$ cat src/rtl/pipeline_hazard_ctrl_if.sv
// Hazard-control bundle between the pipeline datapath (master) and the hazard controller (slave).
// The master drives the decode/EX hazard inputs; the slave returns the enables, flushes and status.
interface pipeline_hazard_ctrl_if;
    logic        idValid;
    logic [4:0]  idRs;
    logic [4:0]  idRt;
    logic        idUsesRt;
    logic [4:0]  exRW;
    logic        exMemRead;
    logic        exMulDivStart;
    logic        branchTaken;
    logic        stallClear;
    logic        pcWrite;
    logic        ifIdWrite;
    logic        idExWrite;
    logic        ifIdFlush;
    logic        idExFlush;
    logic        mdBusy;
    logic        mdDone;
    logic [15:0] stallCount;

    modport master (
        output idValid, idRs, idRt, idUsesRt, exRW, exMemRead, exMulDivStart,
               branchTaken, stallClear,
        input  pcWrite, ifIdWrite, idExWrite, ifIdFlush, idExFlush, mdBusy, mdDone,
               stallCount
    );

    modport slave (
        input  idValid, idRs, idRt, idUsesRt, exRW, exMemRead, exMulDivStart,
               branchTaken, stallClear,
        output pcWrite, ifIdWrite, idExWrite, ifIdFlush, idExFlush, mdBusy, mdDone,
               stallCount
    );
endinterface

$ cat src/rtl/pipeline_hazard_ctrl.sv
// Pipeline hazard controller: load-use bubble, taken-branch flush and a multi-cycle mul/div freeze,
// plus a saturating counter of PC-stall cycles.
module pipeline_hazard_ctrl #(
    parameter int MD_LATENCY = 4
) (
    input  logic                        clk,
    input  logic                        rst_n,
    pipeline_hazard_ctrl_if.slave       hz
);

    if (MD_LATENCY < 2 || MD_LATENCY > 16) begin : g_bad_latency
        $error("pipeline_hazard_ctrl: MD_LATENCY must be in 2..16");
    end

    localparam logic [3:0] MD_LOAD = 4'(MD_LATENCY - 1);

    typedef enum logic {
        RUN     = 1'b0,
        MD_BUSY = 1'b1
    } state_t;

    state_t      state;
    state_t      stateNext;
    logic [3:0]  mdCnt;
    logic [3:0]  mdCntNext;
    logic [15:0] stallCount;

    logic        loadUse;
    logic        pcWrite;
    logic        ifIdWrite;
    logic        idExWrite;
    logic        ifIdFlush;
    logic        idExFlush;
    logic        mdBusy;
    logic        mdDone;

    function automatic logic [15:0] sat_inc(input logic [15:0] val);
        return (val == 16'hFFFF) ? val : val + 16'd1;
    endfunction

    // Register zero is hard-wired, so a load targeting it can never create a dependency.
    assign loadUse = hz.exMemRead && (hz.exRW != 5'd0) && hz.idValid &&
                     ((hz.exRW == hz.idRs) || (hz.idUsesRt && (hz.exRW == hz.idRt)));

    always_comb begin
        stateNext = state;
        mdCntNext = mdCnt;
        pcWrite   = 1'b1;
        ifIdWrite = 1'b1;
        idExWrite = 1'b1;
        ifIdFlush = 1'b0;
        idExFlush = 1'b0;
        mdBusy    = 1'b0;
        mdDone    = 1'b0;

        case (state)
            RUN: begin
                if (hz.branchTaken) begin
                    ifIdFlush = 1'b1;
                    idExFlush = 1'b1;
                end else if (hz.exMulDivStart) begin
                    pcWrite   = 1'b0;
                    ifIdWrite = 1'b0;
                    idExWrite = 1'b0;
                    mdCntNext = MD_LOAD;
                    stateNext = MD_BUSY;
                end else if (loadUse) begin
                    pcWrite   = 1'b0;
                    ifIdWrite = 1'b0;
                    idExFlush = 1'b1;
                end
            end
            MD_BUSY: begin
                mdBusy = 1'b1;
                if (mdCnt > 4'd1) begin
                    pcWrite   = 1'b0;
                    ifIdWrite = 1'b0;
                    idExWrite = 1'b0;
                    mdCntNext = mdCnt - 4'd1;
                end else begin
                    mdDone    = 1'b1;
                    mdCntNext = 4'd0;
                    stateNext = RUN;
                end
            end
            default: begin
                stateNext = RUN;
                mdCntNext = 4'd0;
            end
        endcase

        // Reset is asynchronous, so the decode must show bubble values without waiting for an edge.
        if (!rst_n) begin
            stateNext = RUN;
            mdCntNext = 4'd0;
            pcWrite   = 1'b0;
            ifIdWrite = 1'b0;
            idExWrite = 1'b0;
            ifIdFlush = 1'b1;
            idExFlush = 1'b1;
            mdBusy    = 1'b0;
            mdDone    = 1'b0;
        end
    end

    always_ff @(posedge clk or negedge rst_n) begin
        if (!rst_n) begin
            state <= RUN;
            mdCnt <= 4'd0;
        end else begin
            state <= stateNext;
            mdCnt <= mdCntNext;
        end
    end

    always_ff @(posedge clk or negedge rst_n) begin
        if (!rst_n) begin
            stallCount <= 16'd0;
        end else if (hz.stallClear) begin
            stallCount <= 16'd0;
        end else if (!pcWrite) begin
            stallCount <= sat_inc(stallCount);
        end
    end

    assign hz.pcWrite    = pcWrite;
    assign hz.ifIdWrite  = ifIdWrite;
    assign hz.idExWrite  = idExWrite;
    assign hz.ifIdFlush  = ifIdFlush;
    assign hz.idExFlush  = idExFlush;
    assign hz.mdBusy     = mdBusy;
    assign hz.mdDone     = mdDone;
    assign hz.stallCount = stallCount;

endmodule
$ cat src/flat_wrapper.sv
// flat-port wrapper written by rule: the top's interface ports become plain ports
module pipeline_hazard_ctrl_flat 
#(
    parameter int MD_LATENCY = 4
)
  (clk, rst_n, hz_idValid, hz_idRs, hz_idRt, hz_idUsesRt, hz_exRW, hz_exMemRead, hz_exMulDivStart, hz_branchTaken, hz_stallClear, hz_pcWrite, hz_ifIdWrite, hz_idExWrite, hz_ifIdFlush, hz_idExFlush, hz_mdBusy, hz_mdDone, hz_stallCount);
  pipeline_hazard_ctrl_if hz_i ();
  input  logic clk;
  input  logic rst_n;
  input wire logic [$bits(hz_i.idValid)-1:0] hz_idValid;
  input wire logic [$bits(hz_i.idRs)-1:0] hz_idRs;
  input wire logic [$bits(hz_i.idRt)-1:0] hz_idRt;
  input wire logic [$bits(hz_i.idUsesRt)-1:0] hz_idUsesRt;
  input wire logic [$bits(hz_i.exRW)-1:0] hz_exRW;
  input wire logic [$bits(hz_i.exMemRead)-1:0] hz_exMemRead;
  input wire logic [$bits(hz_i.exMulDivStart)-1:0] hz_exMulDivStart;
  input wire logic [$bits(hz_i.branchTaken)-1:0] hz_branchTaken;
  input wire logic [$bits(hz_i.stallClear)-1:0] hz_stallClear;
  output wire logic [$bits(hz_i.pcWrite)-1:0] hz_pcWrite;
  output wire logic [$bits(hz_i.ifIdWrite)-1:0] hz_ifIdWrite;
  output wire logic [$bits(hz_i.idExWrite)-1:0] hz_idExWrite;
  output wire logic [$bits(hz_i.ifIdFlush)-1:0] hz_ifIdFlush;
  output wire logic [$bits(hz_i.idExFlush)-1:0] hz_idExFlush;
  output wire logic [$bits(hz_i.mdBusy)-1:0] hz_mdBusy;
  output wire logic [$bits(hz_i.mdDone)-1:0] hz_mdDone;
  output wire logic [$bits(hz_i.stallCount)-1:0] hz_stallCount;
  assign hz_i.idValid = hz_idValid;
  assign hz_i.idRs = hz_idRs;
  assign hz_i.idRt = hz_idRt;
  assign hz_i.idUsesRt = hz_idUsesRt;
  assign hz_i.exRW = hz_exRW;
  assign hz_i.exMemRead = hz_exMemRead;
  assign hz_i.exMulDivStart = hz_exMulDivStart;
  assign hz_i.branchTaken = hz_branchTaken;
  assign hz_i.stallClear = hz_stallClear;
  assign hz_pcWrite = hz_i.pcWrite;
  assign hz_ifIdWrite = hz_i.ifIdWrite;
  assign hz_idExWrite = hz_i.idExWrite;
  assign hz_ifIdFlush = hz_i.ifIdFlush;
  assign hz_idExFlush = hz_i.idExFlush;
  assign hz_mdBusy = hz_i.mdBusy;
  assign hz_mdDone = hz_i.mdDone;
  assign hz_stallCount = hz_i.stallCount;
  pipeline_hazard_ctrl #(.MD_LATENCY(MD_LATENCY)) u_core (.clk(clk), .rst_n(rst_n), .hz(hz_i));
endmodule
$ cat config.mk
export PLATFORM = sky130hd
export DESIGN_NAME = pipeline_hazard_ctrl_flat
export DESIGN_NICKNAME = d
export VERILOG_FILES = /design/src/rtl/pipeline_hazard_ctrl_if.sv /design/src/rtl/pipeline_hazard_ctrl.sv /design/src/flat_wrapper.sv
export SDC_FILE = /design/constraint.sdc
export NUM_CORES = 1
export LEC_CHECK = 0
export ABC_AREA = 1
export CAP_MARGIN = 25
export CORE_ASPECT_RATIO = 1.25
export CORE_UTILIZATION = 49
export CTS_BUF_LIST = sky130_fd_sc_hd__clkbuf_4
export CTS_CLUSTER_SIZE = 8
export DETAILED_ROUTE_END_ITERATION = 6
export PLACE_DENSITY = 0.93
export SYNTH_ARGS = -nofsm -noshare
export SYNTH_HDL_FRONTEND = slang
export SYNTH_SLANG_ARGS = --single-unit
$ cat constraint.sdc
create_clock -name clk -period 1.95 [get_ports clk]
set_input_delay 0.39 -clock clk [delete_from_list [all_inputs] [get_ports clk]]
set_output_delay 0.39 -clock clk [all_outputs]
set_load 0.03 [all_outputs]
==> impl_results.md, run 1 <==
* # H-tree levels at 1
* Number of standard-cell rows in the floorplan at 22
* Source-to-sink clock delay at the later pin of the worst-skew pair at about 0.32 ns
* Post-Place Setup Slack at -0.279 ns
* DRT antenna net count at 0
* Number of cells on the critical path at 7
* DRC Markers at 0
* DR pass1 iterations at 4
* NumNets Final at 336
* Wire length of the first global-routing pass at 6790 microns
* Setup repair after global routing missed its margin: yes
* CTS buffer count at 3
* Fin Clk Skew at 0.00522 ns
* Via count of the first global-routing pass at between 1500 and 2000
* CTS tree: done
* Cell leakage power at 1.21 nW
* Port Buffer Count at 45
* Antenna diode count at 0
* Syn Inst Count at about 240
* CP Cell Sequence: inv_2, ha_4, o21ai_2, a21oi_2, nand2_2, inv_2, buf_6
* Number of warning messages in the yosys log at 0
* Boundary Pins at 46
* Power after layout at around 1.0 mW
* Clock-pin slew on the worst setup and hold paths at 0.13 ns
* Vias per Instance at about 5.4
* Sinks on the clock net at 21
* Fin. max-slew vios at 0
* Total via count after detailed routing at 1876
* GR Layer Usage met3 at 3.94%
* Number of endpoints with negative hold slack in the final report at 0
* Flip-flop and latch count after synthesis at 21
* Fraction of the cycle the final worst path needs at 101%
* Total standard cell area after synthesis at roughly 1600 sq um
* Distinct cells, synth at 26
* Pin count of the biggest net entering global routing at 22
* Worst EP required at 1.56 ns
* Kind of critical path: flip-flop to primary output
* Run status: finished, violations left
* Sequential area share after synthesis at between 30% and 40%
* Number of cells on the worst reg-to-reg path at 10
* Number of antenna violations at the first check in global routing at 0
* Total of endpoints with negative setup slack in the final report at 2
* Global-route usage over all layers at a little over a quarter
* Final critical delay including setup and external delays at between 1.5 and 2 ns
* Area of the die at around 3500 sq um
* Worst slew margin relative to its limit at between 70 and 80%
* Horizontal extent of the die at 52.9 microns
* Setup crit end kind: primary output
* Area post-placement at between 2000 and 2500 sq um
* Number of maximum-capacitance constraint violations at 0
* Gpl congestion at ~0.95
* Most crowded layer after global routing: met2
* Largest voltage drop on the vdd net at roughly 0.00047 V
* Die Y at roughly 66 microns
* Total length of routed wires at roughly 4600 microns
* Starting Density at around 53%
* Highest-delay cell along the critical path: sky130_fd_sc_hd__dfrtp_2
* Cell family with most CP delay: flip-flops
* Violations in the final reports: setup timing
* Placeable core area at 3000 sq um
* Final instance area at between 2000 and 2500 sq um
* HPWL Detailed at roughly 3000 microns
* Total overflow reported by the global router at 0
* Largest buffer count on any clock path at 2
* Share of layout cells above drive strength 1 at a little under a quarter
* Net count after synthesis at about 270
* Data arrival at the endpoint of the critical path at ~1.6 ns
* Routed wirelength normalized by instance count at ~13 microns
* Fmax achieved at between 0.5 and 0.6 GHz
* Final hold slack at ~0.25 ns
* Final core area utilization at between 70% and 80%
* Sum of buffers and inverters on the critical path at 3
* Critical path peak fanout at 3
* Areal power density over the cells at roughly 460 nW/um^2
* Met2 track demand over resource at 46.8%
* Growth of design area from synthesis to finish at 44.3%
* Post-layout worst setup margin at -0.0162 ns
* Type of origin of the critical path: flip-flop
* Cell repeated most along the worst path: sky130_fd_sc_hd__inv_2
* Max incr delay on CP at between 0.4 and 0.5 ns
* Synthesized area per cell at 6.58 sq um
* Class of the tightest hold or removal check: input pin to asynchronous set/reset pin
* DRT iter0 DRCs at 85
* Slew at the pin closest to its max-slew limit at roughly 0.42 ns
* Met1 GRT Util at 31.1%
* Root cell of the clock tree: sky130_fd_sc_hd__clkbuf_4
-- report_power, final --
group | leakage (nW) | internal [mW] | total, mW | switching (mW)
Combinational | 0.907 | 0.154 | 0.340 | 0.187
Sequential | 0.286 | 0.453 | 0.474 | 0.0210
Clock | 0.0177 | 0.0768 | 0.228 | 0.152
-- metal layers --
metal / share of wire, % / vias to the layer above
met5: 0 / -
met4: 2.2 / 0
met3: 6.8 / 15
met2: 53 / 101
met1: 38 / 856
li1: - / 904
-- timing repair --
item	4_1_cts	5_1_grt
gates resized for setup	32	46
cloned	0	3
pin swaps	12	19
hold buffers	0	0
setup buffers	1	6
endpoints found under the setup margin	5	21
-- placed cells by master, fill, tap and decap left out, drive strengths merged, types with 3 or more instances in the layout --
| cell | instances |
|---|---|
| ha | 3 |
| nand4 | 10 |
| inv | 33 |
| buf | 32 |
| nor2 | 30 |
| nor3 | 6 |
| o21ai | 5 |
| xnor2 | 4 |
| xor2 | 8 |
| nand2 | 87 |
| clkdlybuf4s15 | 3 |
| dfrtp | 21 |
| nand3 | 23 |
| clkbuf | 9 |
| clkdlybuf4s50 | 20 |
| a21oi | 3 |
-- logic make-up after synthesis --
group	Yosys count	synth area share [%]
AOI/OAI and AO/OA	12	4.57
xor gates and xnor gates	12	6.62
adders and majority gates	3	2.37
buffers and inverters	38	9.86
DFF	21	33.1
and+or+nand+nor	155	43.5
-- synthesized netlist by cell type --
cell type,count,share of area [%]
sky130_fd_sc_hd__nand3_2,1,0.63
sky130_fd_sc_hd__nand3_4,1,1.1
sky130_fd_sc_hd__xor2_1,8,4.4
sky130_fd_sc_hd__nor3_1,5,1.6
sky130_fd_sc_hd__nand4_1,10,3.9
sky130_fd_sc_hd__a21oi_1,3,0.95
sky130_fd_sc_hd__o21bai_1,1,0.47
sky130_fd_sc_hd__nor2_1,30,7.1
sky130_fd_sc_hd__xnor2_1,4,2.2
sky130_fd_sc_hd__dfrtp_1,21,33
sky130_fd_sc_hd__nand3_1,19,6.0
sky130_fd_sc_hd__o21ai_0,5,1.6
sky130_fd_sc_hd__nor4_2,1,0.79
sky130_fd_sc_hd__nand2_4,1,0.71
sky130_fd_sc_hd__inv_1,33,7.8
sky130_fd_sc_hd__buf_4,1,0.47
sky130_fd_sc_hd__nor3_4,1,1.0
sky130_fd_sc_hd__buf_2,2,0.63
sky130_fd_sc_hd__o221ai_1,1,0.55
sky130_fd_sc_hd__nor3b_1,1,0.47
sky130_fd_sc_hd__a211oi_1,1,0.47
sky130_fd_sc_hd__o311ai_0,1,0.55
sky130_fd_sc_hd__buf_6,1,0.71
sky130_fd_sc_hd__clkinv_1,1,0.24
sky130_fd_sc_hd__ha_1,3,2.4
sky130_fd_sc_hd__nand2_1,85,20
-- final timing paths --
check | start | endpoint | slack (ns)
setup reg to reg | u_core.hz.stallCount[1]$_DFFE_PN0P_ | u_core.hz.stallCount[9]$_DFFE_PN0P_ | 0.09
min in group clk | u_core.hz.stallCount[1]$_DFFE_PN0P_ | u_core.hz.stallCount[1]$_DFFE_PN0P_ | 0.56
hold / removal | rst_n | u_core.mdCnt[2]$_DFFE_PN0P_ | 0.25
max in group asynchronous | rst_n | u_core.mdCnt[0]$_DFFE_PN0P_ | 1.46
setup / recovery | u_core.mdCnt[0]$_DFFE_PN0P_ | hz_ifIdWrite | -0.02
hold reg to reg | u_core.hz.stallCount[1]$_DFFE_PN0P_ | u_core.hz.stallCount[1]$_DFFE_PN0P_ | 0.56
-- state kept, by name (all words and copies together), names as in the netlist --
name	flops
u_core.hz.stallCount	16
u_core.mdCnt	4
u_core.state	1
-- area by class of cell --
cell class | instances | area [sq um]
inverters | 34 | 128
well taps | 36 | 45.0
fillers | 216 | 711
multi-input cells | 185 | 1020
clock buffers | 3 | 22.5
clock inverters | 1 | 5.00
repair buffers | 65 | 541
flip-flops and latches | 21 | 528
-- per-stage QoR --
stage | setup TNS, ns | instances
after floorplan | 0 | 241
after global placement | -3.55 | 331
after detailed placement | -4.46 | 331
after CTS | 0 | 336
after global routing | -0.318 | 345
final | -0.0324 | 345
-- worst register-to-register path, delay by kind of cell, from the launching register on --
family	cells	cell delay [ns]
DFF	1	0.42
adders and majority gates	1	0.22
and+or+nand+nor	7	0.91
buffers and inverters	2	0.26
(Power assumes the default switching activity.)
==> run 2: changes to the inputs <==
CORE_UTILIZATION = 45   (was 49)
PLACE_DENSITY = 0.8   (was 0.93)
==> run 2 against run 1 <==
The flow now finishes without violations. Worst setup slack improved by 0.032 ns. Combinational power decreased by 2%. Sequential share of layout area about the same. Power decreased by 1.5%. Core utilization decreased by 6.8 points. Clock skew decreased by 0.00085 ns. Critical path type unchanged. Critical endpoint unchanged.
==> impl_results.md, run 2 (synthesis gave the netlist of run 1 again) <==
* Number of endpoints with negative hold slack in the final report at 0
* Most common cell after layout, fill and taps aside: sky130_fd_sc_hd__nand2_1
* Antenna diode count at 0
* Routed wirelength normalized by instance count at approximately 12 microns
* Placeable core area at ~3300 sq um
* Fin. max-slew vios at 0
* Via count of the first global-routing pass at around 1600
* Worst EP required at 1.56 ns
* Most frequent cells in the layout: sky130_fd_sc_hd__nand2_1 (83), sky130_fd_sc_hd__buf_4 (30), sky130_fd_sc_hd__nor2_1 (29)
* Number of antenna violations at the first check in global routing at 0
* Area of the die at 3770 sq um
* Cell leakage power at about 1.2 nW
* Slew at the pin closest to its max-slew limit at 0.345 ns
* Net switching share of the total power at 33.7%
* DRT antenna net count at 0
* Source-to-sink clock delay at the later pin of the worst-skew pair at about 0.31 ns
* Port Buffer Count at 45
* Setup repair after global routing missed its margin: yes
* Area post-placement at about 2200 sq um
* Global-route usage over all layers at a little under a quarter
* Power after layout at roughly 1.0 mW
* Sequential Power Share at around 46%
* Number of standard-cell rows in the floorplan at 23
* NumNets Final at 337
* CTS buffer count at 3
* Class of the tightest hold or removal check: input pin to asynchronous set/reset pin
* Growth of design area from synthesis to finish at 43.8%
* Type of origin of the critical path: flip-flop
* Root cell of the clock tree: sky130_fd_sc_hd__clkbuf_4
* Total of endpoints with negative setup slack in the final report at 0
* Fmax achieved at 0.517 GHz
* Total via count after detailed routing at roughly 1700
* DR pass1 iterations at 4
* Fin Clk Skew at 0.00437 ns
* Total length of routed wires at 4170 microns
* # H-tree levels at 1
* Cell count after placement at ~340
* CTS tree: done
* Internal power summed over all cells at between 600 and 700 uW
* Vias per Instance at a little under 5
* Total overflow reported by the global router at 0
* Worst slew margin relative to its limit at 76.8%
* Wire length of the first global-routing pass at between 6000 and 7000 microns
* Combinational Power Share at roughly a third
* Final critical delay including setup and external delays at 1.93 ns
* DRC Markers at 0
* Gpl congestion at just under 0.9
* Largest voltage drop on the vdd net at 0.000437 V
* Setup crit end kind: primary output
* Sw power at about 350 uW
* Largest register by flop count: u_core.hz.stallCount
* Data arrival at the endpoint of the critical path at about 1.5 ns
* Number of maximum-capacitance constraint violations at 0
* Clock network power share at a little over a fifth
* Kind of critical path: flip-flop to primary output
* Boundary Pins at 46
* Fraction of the cycle the final worst path needs at ~100%
* Final instance area at approximately 2300 sq um
* DRT iter0 DRCs at 63
* Horizontal extent of the die at between 50 and 60 microns
* Sinks on the clock net at 21
* Run status: finished, final reports clean
* HPWL Detailed at around 3100 microns
* Non-filler instance count after layout at 347
* Accumulated negative setup slack at 0 ns
* Pin count of the biggest net entering global routing at 17
* Share of layout cells above drive strength 1 at roughly 20%
* Areal power density over the cells at 450 nW/um^2
* Largest buffer count on any clock path at 2
* Critical path peak fanout at 3
* Die Y at a little under 70 microns
* Clock-pin slew on the worst setup and hold paths at 0.12 ns
* Starting Density at approximately half
* Flip-flop count of the largest register, all copies and words added at 16
* Largest registers: u_core.hz.stallCount x16, u_core.mdCnt x4, u_core.state x1
* Final core area utilization at 69.5%
==> run 2: cell count changes in the layout (fill, tap and decap cells not counted), moves of 2 or more <==
| cell | before | now |
|---|---|---|
| sky130_fd_sc_hd__buf_4 | 26 | 30 |
| sky130_fd_sc_hd__clkbuf_2 | 6 | 1 |
| sky130_fd_sc_hd__clkdlybuf4s15_1 | 3 | 8 |
| sky130_fd_sc_hd__nand2_1 | 80 | 83 |
| sky130_fd_sc_hd__nand2_2 | 5 | 2 |
| sky130_fd_sc_hd__nand3_2 | 3 | 1 |
| sky130_fd_sc_hd__nor2_1 | 27 | 29 |
| sky130_fd_sc_hd__nor2_2 | 3 | 1 |
==> run 2: repair_timing <==
| item | 4_1_cts | 5_1_grt |
|---|---|---|
| setup endpoints to repair | 5 | 14 |
| setup buffers | 4 | 4 |
| hold buffers | 0 | 0 |
| pin swaps | 16 | 13 |
| endpoints found under the hold margin | 0 | 0 |
| gates resized for setup | 38 | 25 |
==> run 2: path summary, 6_finish.rpt <==
check / from / to / slack [ns] / cells past startpoint
min reg2reg: u_core.hz.stallCount[6]$_DFFE_PN0P_ / u_core.hz.stallCount[6]$_DFFE_PN0P_ / 0.55 / 2
max reg2reg: u_core.hz.stallCount[0]$_DFFE_PN0P_ / u_core.hz.stallCount[2]$_DFFE_PN0P_ / 0.18 / 9
max: u_core.mdCnt[0]$_DFFE_PN0P_ / hz_ifIdWrite / 0.02 / 7
max in group asynchronous: rst_n / u_core.hz.stallCount[15]$_DFFE_PN0P_ / 1.56 / 2
min in group clk: u_core.hz.stallCount[6]$_DFFE_PN0P_ / u_core.hz.stallCount[6]$_DFFE_PN0P_ / 0.55 / 2
min: rst_n / u_core.hz.stallCount[4]$_DFFE_PN0P_ / 0.21 / 2
==> run 2: stage by stage <==
| stage | hold WS [ns] | setup WS, ns |
|---|---|---|
| 2_1_floorplan | 0.0944 | 0.0862 |
| 4_1_cts | 0.226 | 0.00494 |
| 3_5_place_dp | 0.520 | -0.279 |
| 6_report | 0.205 | 0.0156 |
| 5_1_grt | 0.230 | -0.0332 |
| 3_3_place_gp | 0.506 | -0.273 |
==> run 2: cell type report <==
type | count | area, sq um
fill | 287 | 1000
sequential | 21 | 527
inverter | 34 | 128
tap | 37 | 46.3
multi-input combinational | 182 | 967
timing repair buffer | 69 | 586
clock buffer | 3 | 22.5
clock inverter | 1 | 5.00
==> run 2: power by group through the flow <==
stage                     Sequential, mW  Clock [mW]  Combinational, mW
after CTS                          0.469       0.223              0.311
after floorplan                    0.488           0              0.142
after detailed placement           0.477           0              0.295
after global routing               0.476       0.232              0.364
after global placement             0.477           0              0.288
final                              0.472       0.221              0.334
==> run 2: metal layers <==
metal / track usage, % / vias to the layer above / part of all wire [%] / routed length, microns
met4: 6.25 / 0 / 0.96 / 40
met5: 0 / - / 0 / 0
li1: - / 903 / - / -
met2: 41.7 / 33 / 52 / 2170
met3: 2.22 / 6 / 3.2 / 133
met1: 30.8 / 784 / 44 / 1830
==> run 2: worst max-delay path, cell delays in order, from the launching register on <==
cell	delay [ns]
sky130_fd_sc_hd__dfrtp_2	0.46
sky130_fd_sc_hd__inv_2	0.09
sky130_fd_sc_hd__ha_4	0.15
sky130_fd_sc_hd__o21ai_4	0.06
sky130_fd_sc_hd__a21oi_2	0.18
sky130_fd_sc_hd__nand2_2	0.08
sky130_fd_sc_hd__inv_2	0.06
sky130_fd_sc_hd__buf_4	0.15
==> run 3: changes to the inputs <==
CTS_CLUSTER_SIZE = not set   (was 8)
==> results of run 3 <==
Final layout, timing and power as in run 2 (identical DEF).
